`src/rtl/fetch_stage.sv`:
```
// Instruction-fetch stage and IF/ID pipeline register: PC, single-outstanding
// imem request/ack handshake, branch/jump redirect and stall hold buffer.
module fetch_stage #(
    parameter logic [31:0] RESET_PC = 32'h0000_0000
) (
    input  logic        clk,
    input  logic        reset,
    input  logic        stall,
    input  logic        branch_taken,
    input  logic [31:0] branch_target,
    input  logic        jump,
    input  logic [31:0] jump_target,
    output logic        imem_req,
    output logic [31:0] imem_addr,
    input  logic        imem_ack,
    input  logic [31:0] imem_rdata,
    output logic [31:0] if_id_instr,
    output logic [31:0] if_id_pc_plus4,
    output logic        if_id_valid
);

    typedef enum logic [1:0] {
        ST_IDLE  = 2'd0,
        ST_FETCH = 2'd1,
        ST_DRAIN = 2'd2,
        ST_HOLD  = 2'd3
    } state_t;

    state_t      state_r, state_s;
    logic [31:0] pc_r, pc_s;
    logic        req_r, req_s;
    logic [31:0] instr_r, instr_s;
    logic [31:0] pc4_r, pc4_s;
    logic        valid_r, valid_s;
    logic [31:0] buf_instr_r, buf_instr_s;
    logic [31:0] buf_pc4_r, buf_pc4_s;
    logic        redirect_s;
    logic [31:0] target_s;
    logic [31:0] pc_plus4_s;

    // Redirect decode: a stalled ID stage cannot redirect; jump beats branch.
    always_comb begin
        redirect_s = (jump | branch_taken) & ~stall;
        target_s   = jump ? jump_target : branch_target;
        pc_plus4_s = pc_r + 32'd4;
    end

    // Next-state, PC, IF/ID and hold-buffer logic.
    always_comb begin
        state_s     = state_r;
        pc_s        = pc_r;
        instr_s     = instr_r;
        pc4_s       = pc4_r;
        valid_s     = valid_r;
        buf_instr_s = buf_instr_r;
        buf_pc4_s   = buf_pc4_r;
        if (redirect_s) begin
            // Every redirect squashes whatever sits in IF/ID (delay slot).
            pc_s    = target_s;
            instr_s = 32'h0000_0000;
            pc4_s   = 32'h0000_0000;
            valid_s = 1'b0;
        end else begin
            pc_s = pc_r;
        end
        case (state_r)
            ST_IDLE: begin
                state_s = ST_FETCH;
            end
            ST_FETCH: begin
                if (redirect_s) begin
                    state_s = imem_ack ? ST_FETCH : ST_DRAIN;
                end else if (stall) begin
                    if (imem_ack) begin
                        buf_instr_s = imem_rdata;
                        buf_pc4_s   = pc_plus4_s;
                        pc_s        = pc_plus4_s;
                        state_s     = ST_HOLD;
                    end else begin
                        state_s = ST_FETCH;
                    end
                end else if (imem_ack) begin
                    instr_s = imem_rdata;
                    pc4_s   = pc_plus4_s;
                    valid_s = 1'b1;
                    pc_s    = pc_plus4_s;
                end else begin
                    instr_s = 32'h0000_0000;
                    pc4_s   = 32'h0000_0000;
                    valid_s = 1'b0;
                end
            end
            ST_DRAIN: begin
                // The killed request's ack is swallowed; only then refetch.
                state_s = imem_ack ? ST_FETCH : ST_DRAIN;
            end
            ST_HOLD: begin
                if (redirect_s) begin
                    buf_instr_s = 32'h0000_0000;
                    buf_pc4_s   = 32'h0000_0000;
                    state_s     = ST_FETCH;
                end else if (stall) begin
                    state_s = ST_HOLD;
                end else begin
                    instr_s = buf_instr_r;
                    pc4_s   = buf_pc4_r;
                    valid_s = 1'b1;
                    state_s = ST_FETCH;
                end
            end
            default: begin
                state_s = ST_IDLE;
            end
        endcase
        req_s = (state_s == ST_FETCH);
    end

    // State, PC, request and IF/ID registers.
    always_ff @(posedge clk or posedge reset) begin
        if (reset) begin
            state_r     <= ST_IDLE;
            pc_r        <= RESET_PC;
            req_r       <= 1'b0;
            instr_r     <= 32'h0000_0000;
            pc4_r       <= 32'h0000_0000;
            valid_r     <= 1'b0;
            buf_instr_r <= 32'h0000_0000;
            buf_pc4_r   <= 32'h0000_0000;
        end else begin
            state_r     <= state_s;
            pc_r        <= pc_s;
            req_r       <= req_s;
            instr_r     <= instr_s;
            pc4_r       <= pc4_s;
            valid_r     <= valid_s;
            buf_instr_r <= buf_instr_s;
            buf_pc4_r   <= buf_pc4_s;
        end
    end

    assign imem_req       = req_r;
    assign imem_addr      = pc_r;
    assign if_id_instr    = instr_r;
    assign if_id_pc_plus4 = pc4_r;
    assign if_id_valid    = valid_r;

endmodule
```
`config.mk`:
```
export PLATFORM = sky130hd
export DESIGN_NAME = fetch_stage
export DESIGN_NICKNAME = d
export VERILOG_FILES = /design/src/rtl/fetch_stage.sv
export SDC_FILE = /design/constraint.sdc
export NUM_CORES = 1
export LEC_CHECK = 0
export ABC_AREA = 1
export CAP_MARGIN = 10
export CORE_AREA = 2 2 128 130
export DETAILED_ROUTE_END_ITERATION = 16
export DIE_AREA = 0 0 130 132
export MAX_ROUTING_LAYER = met4
export PLACE_DENSITY_LB_ADDON = 0.05
export SYNTH_ARGS = -nofsm -noshare
export SYNTH_HDL_FRONTEND = slang
export SYNTH_SLANG_ARGS = --single-unit
```
`constraint.sdc`:
```
create_clock -name clk -period 8.95 [get_ports clk]
set_input_delay 0.895 -clock clk [delete_from_list [all_inputs] [get_ports clk]]
set_output_delay 0.895 -clock clk [all_outputs]
set_load 0.01 [all_outputs]
```
---- Word-level counts from Yosys, hierarchy flattened ----
Index checks and enable logic that the tools add are counted.
word-level totals
  register bits after elaboration ......... 164
  input bits .............................. 102
  output and inout port bits .............. 98
  logic and storage cells ................. 65
cells by class
  add/subtract/negate cells ............... 1
  eq/ne operators ......................... 8
  muxes and demuxes ....................... 42
  bitwise logic cells ..................... 3
  reductions and logical operators ........ 3
operators with widths
  cell                     count
  $mux W32                 24
  $pmux W32 S2             4
  $add A32 B3 Y32 const B  1
  $mux W2                  6
  $ne A2 B2 Y1 const B     4
  $pmux W2 S4              1
  $mux W1                  6
  $reduce_and A5 Y1        1
  $eq A2 B1 Y1 const B     2
  $eq A2 B2 Y1 const B     2
  $logic_not A2 Y1         1
  $pmux W1 S2              1
  $reduce_bool A2 Y1       1
  $and A1 B1 Y1            1
  $not A1 Y1               1
  $or A1 B1 Y1             1

---- Depth between registers and ports, before layout ----
Gate-level depths: netlist of the first run.
  word-level depth ........................ 6
  mapped depth ............................ 11
  depth with buffers taken out ............ 10

---- Least setup slack after synthesis of the first run ----
OpenSTA, ideal clock, no wires.
  path type ............................... input port to flip-flop
  from .................................... in jump
  to ...................................... reg buf_instr_r[23]
  library setup time ...................... 138 ps
  data arrival time ....................... 1922 ps
  data required time ...................... 8812 ps
  slack ................................... 6890 ps
  cell stages on the path ................. 8
  buffers on the path ..................... 3
  cell sequence ........................... buf_4 -> nor2_4 -> nor2_2 -> inv_4 -> a22oi_4 -> buf_2 -> buf_2 -> o22ai_1
on the way
  longest elaborated chain between the ends .. 4
  elaborated cells on any way between the ends .. 5
  those cells by class .................... eq/ne: 2; bitwise: 2; reduce/logical: 1
RTL lines
  what                             line  text
  start, declared                  11    input logic jump,
  $or A1 B1 Y1 (*)                 43    redirect_s = (jump | branch_taken) & ~stall;
  $and A1 B1 Y1 (*)                43
  $ne A2 B2 Y1 (no line)           n/a
  $reduce_and A5 Y1 (no line) (*)  n/a
  end signal, assigned             136   buf_instr_r <= buf_instr_s;
  end, declared                    35    logic [31:0] buf_instr_r, buf_instr_s;
Mark *: on every way between the ends. The rest lies on a longest branch, timed or not.
A chain may end at the register's enable or synchronous reset.

---- Worst setup path after layout of the first run ----
  from .................................... in stall
  to ...................................... reg pc4_r[28], in the netlist if_id_pc_plus4[28]
on the way
  longest elaborated chain between the ends .. 6
  elaborated cells on any way between the ends .. 8
  those cells by class .................... mux: 6; bitwise: 2
RTL lines
  what                         line     text
  start, declared              8        input logic stall,
  $not A1 Y1                   43
  $and A1 B1 Y1                43
  $mux W32                     57       if (redirect_s) begin
  $mux W32 (on tied branches)  102, 73
  $mux W32 (on tied branches)  98, 71
  $pmux W32 S2 (*)             66       case (state_r)
  named net pc4_s[28]          33       logic [31:0] pc4_r, pc4_s;
  end signal, assigned         134      pc4_r <= pc4_s;
  end, declared                33
Mark *: on every way through the listed nets, which the timed path passes. The rest lies on a longest branch.

==> results of run 1 <==
cell usage after synthesis (4+ instances only):
cell type	number	area share
nand4_1	7	0.0052
nand2_4	4	0.0053
inv_1	113	0.050
a22o_1	8	0.0083
buf_4	5	0.0045
a31oi_1	11	0.0082
a221oi_1	4	0.0042
o21bai_1	8	0.0071
nand2_1	282	0.13
a21oi_1	24	0.014
dfrtp_1	164	0.49
buf_1	4	0.0018
xor2_1	8	0.0083
nand3_1	67	0.040
clkbuf_1	16	0.0071
nor2_1	83	0.037
nor3_1	5	0.0030
a22oi_1	6	0.0053
buf_2	24	0.014
or2_2	16	0.012
inv_2	5	0.0022
o21ai_1	5	0.0030
o211ai_1	25	0.022
o22ai_1	27	0.020
o21ai_0	89	0.053
o221ai_1	11	0.011
nor2_4	6	0.0080
state kept, by name, summed over array words and instances, names as in the netlist:
signal and count:
buf_instr_r 32, if_id_pc_plus4 32, state_r 2, if_id_valid 1
if_id_instr 32, buf_pc4_r 32, imem_req 1, imem_addr 32
layout by cell type (no fill, tap or decap), types with 6 or more instances in the layout:
cell type          n
nor2_4             8
o221ai_1          11
o22ai_1           27
a21oi_1           24
dfrtp_1          164
nor2_1            82
buf_4              6
o211ai_1          25
clkdlybuf4s50_1  199
nand3_1           67
a22o_1             8
a22oi_1            6
nand4_1            7
inv_1            112
a31oi_1           11
clkbuf_16         17
or2_2             16
o21ai_0           89
o21bai_1           8
xor2_1             8
nand2_1          282
cell families (layout without fill, tap and decap cells):
logic type | Yosys count | count (layout) | share of synthesized area
AND/OR/NAND/NOR | 476 | 476 | 0.240
AO/OA/AOI/OAI | 233 | 233 | 0.173
buffers and inverters | 172 | 358 | 0.0850
flip-flops | 164 | 164 | 0.487
XOR/XNOR | 11 | 11 | 0.0114
adder cells (fa/ha/maj) | 1 | 1 | 0.00148
multiplexers | 1 | 1 | 0.00119
power by group through the flow:
stage | combinational, uW | clock (uW) | sequential [uW]
after floorplan | 591 | 0 | 1170
after global placement | 1040 | 0 | 1180
after detailed placement | 1060 | 0 | 1180
after CTS | 1070 | 785 | 1180
after global routing | 1190 | 816 | 1210
final | 1080 | 785 | 1180
final timing paths:
| check | startpoint | end | cells past startpoint |
|---|---|---|---|
| min reg2reg | if_id_instr[19] | if_id_instr[19] | 2 |
| max | stall | if_id_pc_plus4[28] | 9 |
| max reg2reg | state_r[0] | if_id_pc_plus4[28] | 6 |
| min in group asynchronous | reset | buf_instr_r[22] | 2 |
| min | if_id_instr[19] | if_id_instr[19] | 2 |
| max in group asynchronous | reset | buf_pc4_r[9] | 3 |
cell type report:
| type | instances | area (sq um) |
|---|---|---|
| sequential | 164 | 4100 |
| clock buffer | 23 | 478 |
| multi-input combinational | 722 | 3620 |
| tap | 216 | 270 |
| timing repair buffer | 205 | 2040 |
| clock inverter | 9 | 149 |
| inverter | 121 | 465 |
| fill | 1308 | 4590 |
critical path, cell delays in order:
cell and delay [ns]:
clkdlybuf4s50_1 0.40, buf_4 0.27, inv_1 0.42, nand2_1 0.17
nor2_1 0.71, inv_1 0.65, o21ai_0 0.33, a22oi_1 0.09
o21ai_0 0.09
metal layers:
layer | wire [microns] | global-route usage | vias up
met5 | 0 | - | -
met4 | 804 | 0.116 | 0
met3 | 2000 | 0.0641 | 71
met2 | 11800 | 0.473 | 401
met1 | 11300 | 0.439 | 3877
li1 | - | - | 3858
through the flow:
step / cell area, sq um / instances / power (uW) / utilization
6_report: 11100 / 1460 / 3040 / 0.708
5_1_grt: 11100 / 1460 / 3210 / 0.708
4_1_cts: 11100 / 1460 / 3030 / 0.708
3_5_place_dp: 10500 / 1428 / 2250 / 0.668
3_3_place_gp: 10500 / 1428 / 2230 / 0.668
2_1_floorplan: 8420 / 1058 / 1760 / -
==> results_dict.tcl, run 1 <==
set metrics [dict create \
    synthArstFlopShare 1.00 \
    worst_setup_path_start_kind "input pin" \
    clockRootBuffer "clkbuf_16" \
    pre_cts_slack_ns 4.90 \
    tns_ns 0 \
    h-tree-depth 4 \
    drc 0 \
    wl_per_cell_microns 17.8 \
    vdd_drop_max_mv 0.206 \
    vias 8207 \
    clockBufferDepth 2 \
    ctsHoldBuffers 0 \
    antenna_cells 0 \
    drive_gt1_frac 0.0611 \
    min_period_over_period 0.414 \
    globalplace.congestion 0.977 \
    viasPerCell 5.62 \
    grt_pass1_vias 8083 \
    crit_fanout 38 \
    synth_cells 1058 \
    die_height_microns 132 \
    clock.fmax_mhz 270 \
    insertion_delay_ns 0.43 \
    post_cts_buffers 0 \
    ant_nets 0 \
    drtIter0Drc 683 \
    path_class "in2reg" \
    grt_pass1_wl_microns 41700 \
    synth_fp_nets 1161 \
    finalMaxSlewViolations 0 \
    coreArea_sq_mm 0.0157 \
    powerDensity_mw_per_mm2 274 \
    end_kind "register" \
    dr.pass1.iters 6 \
    dieArea_sq_mm 0.0172 \
    synth_edf_count 0 \
    nets 1334 \
    grt.overflow.total 0 \
    pwr-share-comb 0.354 \
    p_clk_frac 0.258 \
    switching_power_uw 1120 \
    cts_sinks 164 \
    cts_resized 0 \
    synthFlopType "dfrtp_1" \
    synth_warnings 0 \
    setup_ws_ns 5.25 \
    synth_area_per_cell_sq_um 7.96 \
    netlist-cell-type-count 45 \
    dpl.hpwl_microns 17600 \
    hold_ws_ns 0.479 \
    area_growth_pct 32.0 \
    grt_util_all_layers 0.320 \
    setup_viol 0 \
    rrSetupSlack_ns 5.29 \
    crit_required_ns 9.30 \
    intPower_uw 1920 \
    synth_area_sq_mm 0.00842 \
    rsz0062_at_grt "false" \
    timing.final.crit_period_ns 3.70 \
    hold_violations 0 \
    antenna_found_initial 0 \
    ys_seq_area_frac 0.487 \
    switching_share 0.368 \
    cts_tree "yes" \
    rows 46 \
    drt_wl_total_microns 25900 \
    ys_seq_elements 164 \
    skew_ns 0.00420 \
    p_seq_frac 0.389 \
    tightest_slew_ns 1.06 \
    cp.arrival_ns 4.06 \
    cts_buffers 17 \
    dieWidth_microns 130 \
    clkTransAtPathRegs_ns 0.06 \
    holdCritPathClass "reg2reg" \
    maxCapViolCount 0 \
    p_leak_uw 0.00498 \
    io_buffers 199 \
    io_pins 200 \
    relSlewSlack 0.296 \
    outcome "completed" \
    initial_utilization 0.536 \
    grt_max_degree 87 \
]
Note: power is estimated with default switching activity, not from simulation.
==> inputs of run 2 (changes only) <==
--- a/config.mk
+++ b/config.mk
@@ -7,9 +7,9 @@
 export LEC_CHECK = 0
 export ABC_AREA = 1
 export CAP_MARGIN = 10
-export CORE_AREA = 2 2 128 130
+export CORE_AREA = 2 2 139 141
 export DETAILED_ROUTE_END_ITERATION = 16
-export DIE_AREA = 0 0 130 132
+export DIE_AREA = 0 0 141 143
 export MAX_ROUTING_LAYER = met4
 export PLACE_DENSITY_LB_ADDON = 0.05
 export SYNTH_ARGS = -nofsm -noshare
==> constraint.sdc (replaced) <==
create_clock -name clk -period 3.2 [get_ports clk]
set_input_delay 0.32 -clock clk [delete_from_list [all_inputs] [get_ports clk]]
set_output_delay 0.32 -clock clk [all_outputs]
set_load 0.01 [all_outputs]
==> run 2 against run 1 <==
Sequential power rose to 2.8 times the previous value. Sequential share of layout area down 0.43 points. Final cell count up 2.1%. First-iteration DRC count down 11%. Global-route usage down 4.5 points. Register-to-register slack worse by 4.8 ns. Utilization down 10 points. Clock-buffer cell count down 2. Hold slack worse by 0.12 ns. Clock skew up 0.0043 ns. Sequential cell count unchanged. Setup slack worse by 4.8 ns.
==> results_dict.tcl, run 2 (synthesis results as in run 1) <==
set metrics [dict create \
    outcome "completed" \
    cts_sinks 164 \
    dpl.cell_count 1460 \
    vias 8152 \
    worst_setup_path_start_kind "register" \
    ant_nets 0 \
    drive_gt1_frac 0.0724 \
    grt_pass1_wl_microns 41800 \
    post_cts_buffers 0 \
    dieWidth_microns 141 \
    coreArea_sq_mm 0.0186 \
    skew_ns 0.00847 \
    antenna_found_initial 0 \
    cts_tree "yes" \
    pre_cts_slack_ns 0.202 \
    min_period_over_period 0.849 \
    cp.arrival_ns 3.05 \
    dpl.hpwl_microns 19100 \
    relSlewSlack 0.286 \
    clockRootBuffer "clkbuf_16" \
    finalMaxSlewViolations 0 \
    die_height_microns 143 \
    maxCapViolCount 0 \
    wl_per_cell_microns 17.8 \
    initial_utilization 0.453 \
    globalplace.congestion 0.923 \
    p_total_uw 8430 \
    vdd_drop_max_mv 0.445 \
    io_pins 200 \
    grt_max_degree 60 \
    setup_ws_ns 0.484 \
    drtIter0Drc 606 \
    hold_violations 0 \
    grt_pass1_vias 7586 \
    path_class "reg2reg" \
    grt_util_all_layers 0.274 \
    tightest_slew_ns 1.07 \
    clock.fmax_mhz 368 \
    final_cell_mix "nand2_1 (282), clkdlybuf4s50_1 (199), dfrtp_1 (164)" \
    fin_util 0.606 \
    stdcell_count 1491 \
    nets 1348 \
    p_leak_uw 0.00502 \
    final_common_cell "nand2_1" \
    ctsHoldBuffers 0 \
    setup_viol 0 \
    crit_fanout 15 \
    clockBufferDepth 2 \
    clkTransAtPathRegs_ns 0.07 \
    end_kind "register" \
    h-tree-depth 4 \
    holdCritPathClass "in2async" \
    io_buffers 199 \
    drc 0 \
    timing.final.crit_period_ns 2.72 \
    dr.pass1.iters 5 \
    viasPerCell 5.47 \
    area_growth_pct 33.6 \
    rows 50 \
    cts_buffers 17 \
    dieArea_sq_mm 0.0202 \
    tns_ns 0 \
    drt_wl_total_microns 26600 \
    grt.overflow.total 0 \
    insertion_delay_ns 0.43 \
    rsz0062_at_grt "false" \
    antenna_cells 0 \
    powerDensity_mw_per_mm2 749 \
    cts_resized 0 \
    crit_required_ns 3.54 \
]
-- run 2: cell types whose count changed in the layout (fill, tap and decap cells not counted) --
cell	previous run	this run
clkbuf_1	3	1
bufinv_16	4	2
clkinv_4	0	3
buf_4	6	17
inv_6	2	1
clkinvlp_4	0	5
clkinv_2	5	1
buf_12	0	3
-- run 2: worst paths after layout --
kind | from | to | slack, ns | cells past startpoint
worst max register to register | state_r[0] | if_id_pc_plus4[28] | 0.48 | 6
worst min-delay path | reset | if_id_instr[31] | 0.36 | 2
worst min register to register | if_id_instr[21] | if_id_instr[21] | 0.48 | 2
max in group asynchronous | reset | imem_addr[15] | 2.08 | 3
worst max-delay path | state_r[0] | if_id_pc_plus4[28] | 0.48 | 6
min in group clk | branch_target[1] | imem_addr[1] | 0.47 | 3
-- run 2: final cells by class --
class / count / area (sq um)
clock buffer: 21 / 470
clock inverter: 10 / 125
fill: 1692 / 7330
inverter: 121 / 464
multi-input combinational: 722 / 3620
sequential: 164 / 4100
tap: 234 / 293
timing repair buffer: 219 / 2180
-- run 2: layer usage --
| layer | global-route usage | share of wire | vias to the layer above |
|---|---|---|---|
| met5 | - | 0 | - |
| met1 | 0.394 | 0.47 | 3887 |
| li1 | - | - | 3877 |
| met3 | 0.0402 | 0.064 | 23 |
| met4 | 0.0668 | 0.012 | 0 |
| met2 | 0.412 | 0.46 | 365 |
-- run 2: critical path: stages, from the launching register on --
cell	delay (ns)
dfrtp_1	0.67
nand2_1	0.13
nor2_1	0.72
inv_1	0.58
o21ai_0	0.31
a22oi_1	0.09
o21ai_0	0.10
-- run 2: metrics by stage --
step | hold WS, ns | cell area [sq um]
2_1_floorplan | 0.441 | 8430
3_3_place_gp | 0.462 | 10700
3_5_place_dp | 0.469 | 10700
4_1_cts | 0.391 | 11300
5_1_grt | 0.428 | 11300
6_report | 0.361 | 11300
-- run 2: report_power, final --
group	leakage, uW	switching (uW)	internal, uW	total [uW]
Clock	0.000278	865	1210	2080
Combinational	0.00262	1760	1300	3070
Sequential	0.00212	539	2750	3280
Total	0.00502	3170	5260	8430
==> inputs of run 3 (changes only) <==
--- a/config.mk
+++ b/config.mk
@@ -7,9 +7,9 @@
 export LEC_CHECK = 0
 export ABC_AREA = 1
 export CAP_MARGIN = 10
-export CORE_AREA = 2 2 139 141
+export CORE_AREA = 2 2 133 135
 export DETAILED_ROUTE_END_ITERATION = 16
-export DIE_AREA = 0 0 141 143
+export DIE_AREA = 0 0 135 137
 export MAX_ROUTING_LAYER = met4
 export PLACE_DENSITY_LB_ADDON = 0.05
 export SYNTH_ARGS = -nofsm -noshare
==> constraint.sdc (replaced) <==
create_clock -name clk -period 2.83 [get_ports clk]
set_input_delay 0.283 -clock clk [delete_from_list [all_inputs] [get_ports clk]]
set_output_delay 0.283 -clock clk [all_outputs]
set_load 0.01 [all_outputs]
==> run 3 against run 2 <==
Clock-buffer cell count grew 2. Combinational power is 14% higher. Hold slack worse by 0.19 ns. Sequential cell count did not move. Utilization increased by 5.6 points. Critical path type unchanged.
==> results_dict.tcl, run 3 (synthesis results as in run 1) <==
set metrics [dict create \
    dpl.hpwl_microns 18800 \
    p_leak_uw 0.00507 \
    final_cell_mix "nand2_1 (282), clkdlybuf4s50_1 (199), dfrtp_1 (164)" \
    min_period_over_period 0.844 \
    io_buffers 199 \
    antenna_found_initial 0 \
    cts_sinks 164 \
    h-tree-depth 4 \
    vdd_drop_max_mv 0.706 \
    io_pins 200 \
    timing.final.crit_period_ns 2.39 \
    maxCapViolCount 0 \
    top_layer "met4" \
    wl_met3_microns 1750 \
    final_common_cell "nand2_1" \
    nets 1354 \
    viasPerCell 5.50 \
    drc 0 \
    tns_ns 0 \
    grt_max_degree 48 \
    dr_wl_met2_microns 12100 \
    wl_per_cell_microns 17.7 \
    setup_ws_ns 0.442 \
    end_kind "register" \
    cp_top_family "simple AND/OR/NAND/NOR gates" \
    globalplace.congestion 0.999 \
    area_growth_pct 33.9 \
    clock.fmax_mhz 419 \
    powerDensity_mw_per_mm2 850 \
    worst_setup_path_start_kind "register" \
    relSlewSlack 0.296 \
    vias 8188 \
    dr.pass1.iters 5 \
    rows 48 \
    post_cts_buffers 0 \
    skew_ns 0.00471 \
    crit_slowest_cell "dfrtp_1" \
    holdCritPathClass "in2async" \
    clockRootBuffer "clkbuf_16" \
    rsz0062_at_grt "false" \
    drt_wl_total_microns 26300 \
    wl_met1_microns 12000 \
    finalMaxSlewViolations 0 \
    grt.overflow.total 0 \
    crit_chain "ha_1 > nand3_1 > inv_1 > nand2_1 > nor2_1 > nand2_1 > xnor2_1 > nand2_1 > o21ai_0" \
    antenna_cells 0 \
    die_height_microns 137 \
    initial_utilization 0.494 \
    hold_violations 0 \
    tightest_slew_ns 1.06 \
    grt_pass1_vias 7967 \
    clockBufferDepth 2 \
    cts_tree "yes" \
    drtIter0Drc 685 \
    cts_resized 0 \
    clkTransAtPathRegs_ns 0.06 \
    max_stage_delay_ns 0.53 \
    path_class "reg2reg" \
    dieArea_sq_mm 0.0185 \
    grt_util_all_layers 0.303 \
    dieWidth_microns 135 \
    outcome "completed" \
    crit_fanout 8 \
    coreArea_sq_mm 0.0171 \
    crit_top_cell "nand2_1" \
    cp.arrival_ns 2.73 \
    cts_buffers 17 \
    pre_cts_slack_ns 0.333 \
    crit_required_ns 3.17 \
    ctsHoldBuffers 0 \
    ant_nets 0 \
    path_buf_inv 1 \
    setup_viol 0 \
    insertion_delay_ns 0.42 \
    grt_pass1_wl_microns 42100 \
    drive_gt1_frac 0.0759 \
]
[run 3: metrics by stage]
stage / utilization / std cells / instance area (sq um) / power [uW] / hold WS [ns]
after detailed placement: 0.626 / 1457 / 10700 / 7200 / 0.468
after global routing: 0.662 / 1489 / 11300 / 10200 / 0.175
after global placement: 0.626 / 1457 / 10700 / 7150 / 0.462
after floorplan: - / 1058 / 8430 / 5580 / 0.404
after CTS: 0.662 / 1489 / 11300 / 9600 / 0.170
final: 0.662 / 1489 / 11300 / 9590 / 0.166
[run 3: path summary, 6_finish.rpt]
path                       slack (ns)  depth (start not counted)                  to              from
setup / recovery                 0.44                          9  if_id_pc_plus4[22]      imem_addr[2]
hold / removal                   0.17                          2     if_id_instr[16]             reset
setup reg to reg                 0.44                          9  if_id_pc_plus4[22]      imem_addr[2]
hold reg to reg                  0.47                          1         if_id_valid       if_id_valid
max in group asynchronous        1.88                          3     buf_instr_r[20]             reset
min in group clk                 0.43                          3        imem_addr[0]  branch_target[0]
[run 3: routing by layer]
metal	track usage	up-vias
met5	-	-
met4	0.0966	0
met3	0.0485	49
met2	0.448	350
met1	0.432	3883
li1	-	3906
[run 3: layout make-up]
type,instances,area (sq um)
clock buffer,23,478
clock inverter,9,126
fill,1457,5770
inverter,121,464
multi-input combinational,722,3620
sequential,164,4100
tap,225,282
timing repair buffer,225,2210
[run 3: report_power, final]
part	internal, uW	leakage, uW	switching (uW)
combinational	1500	0.00264	2000
clock	1450	0.000297	927
sequential	3110	0.00212	603
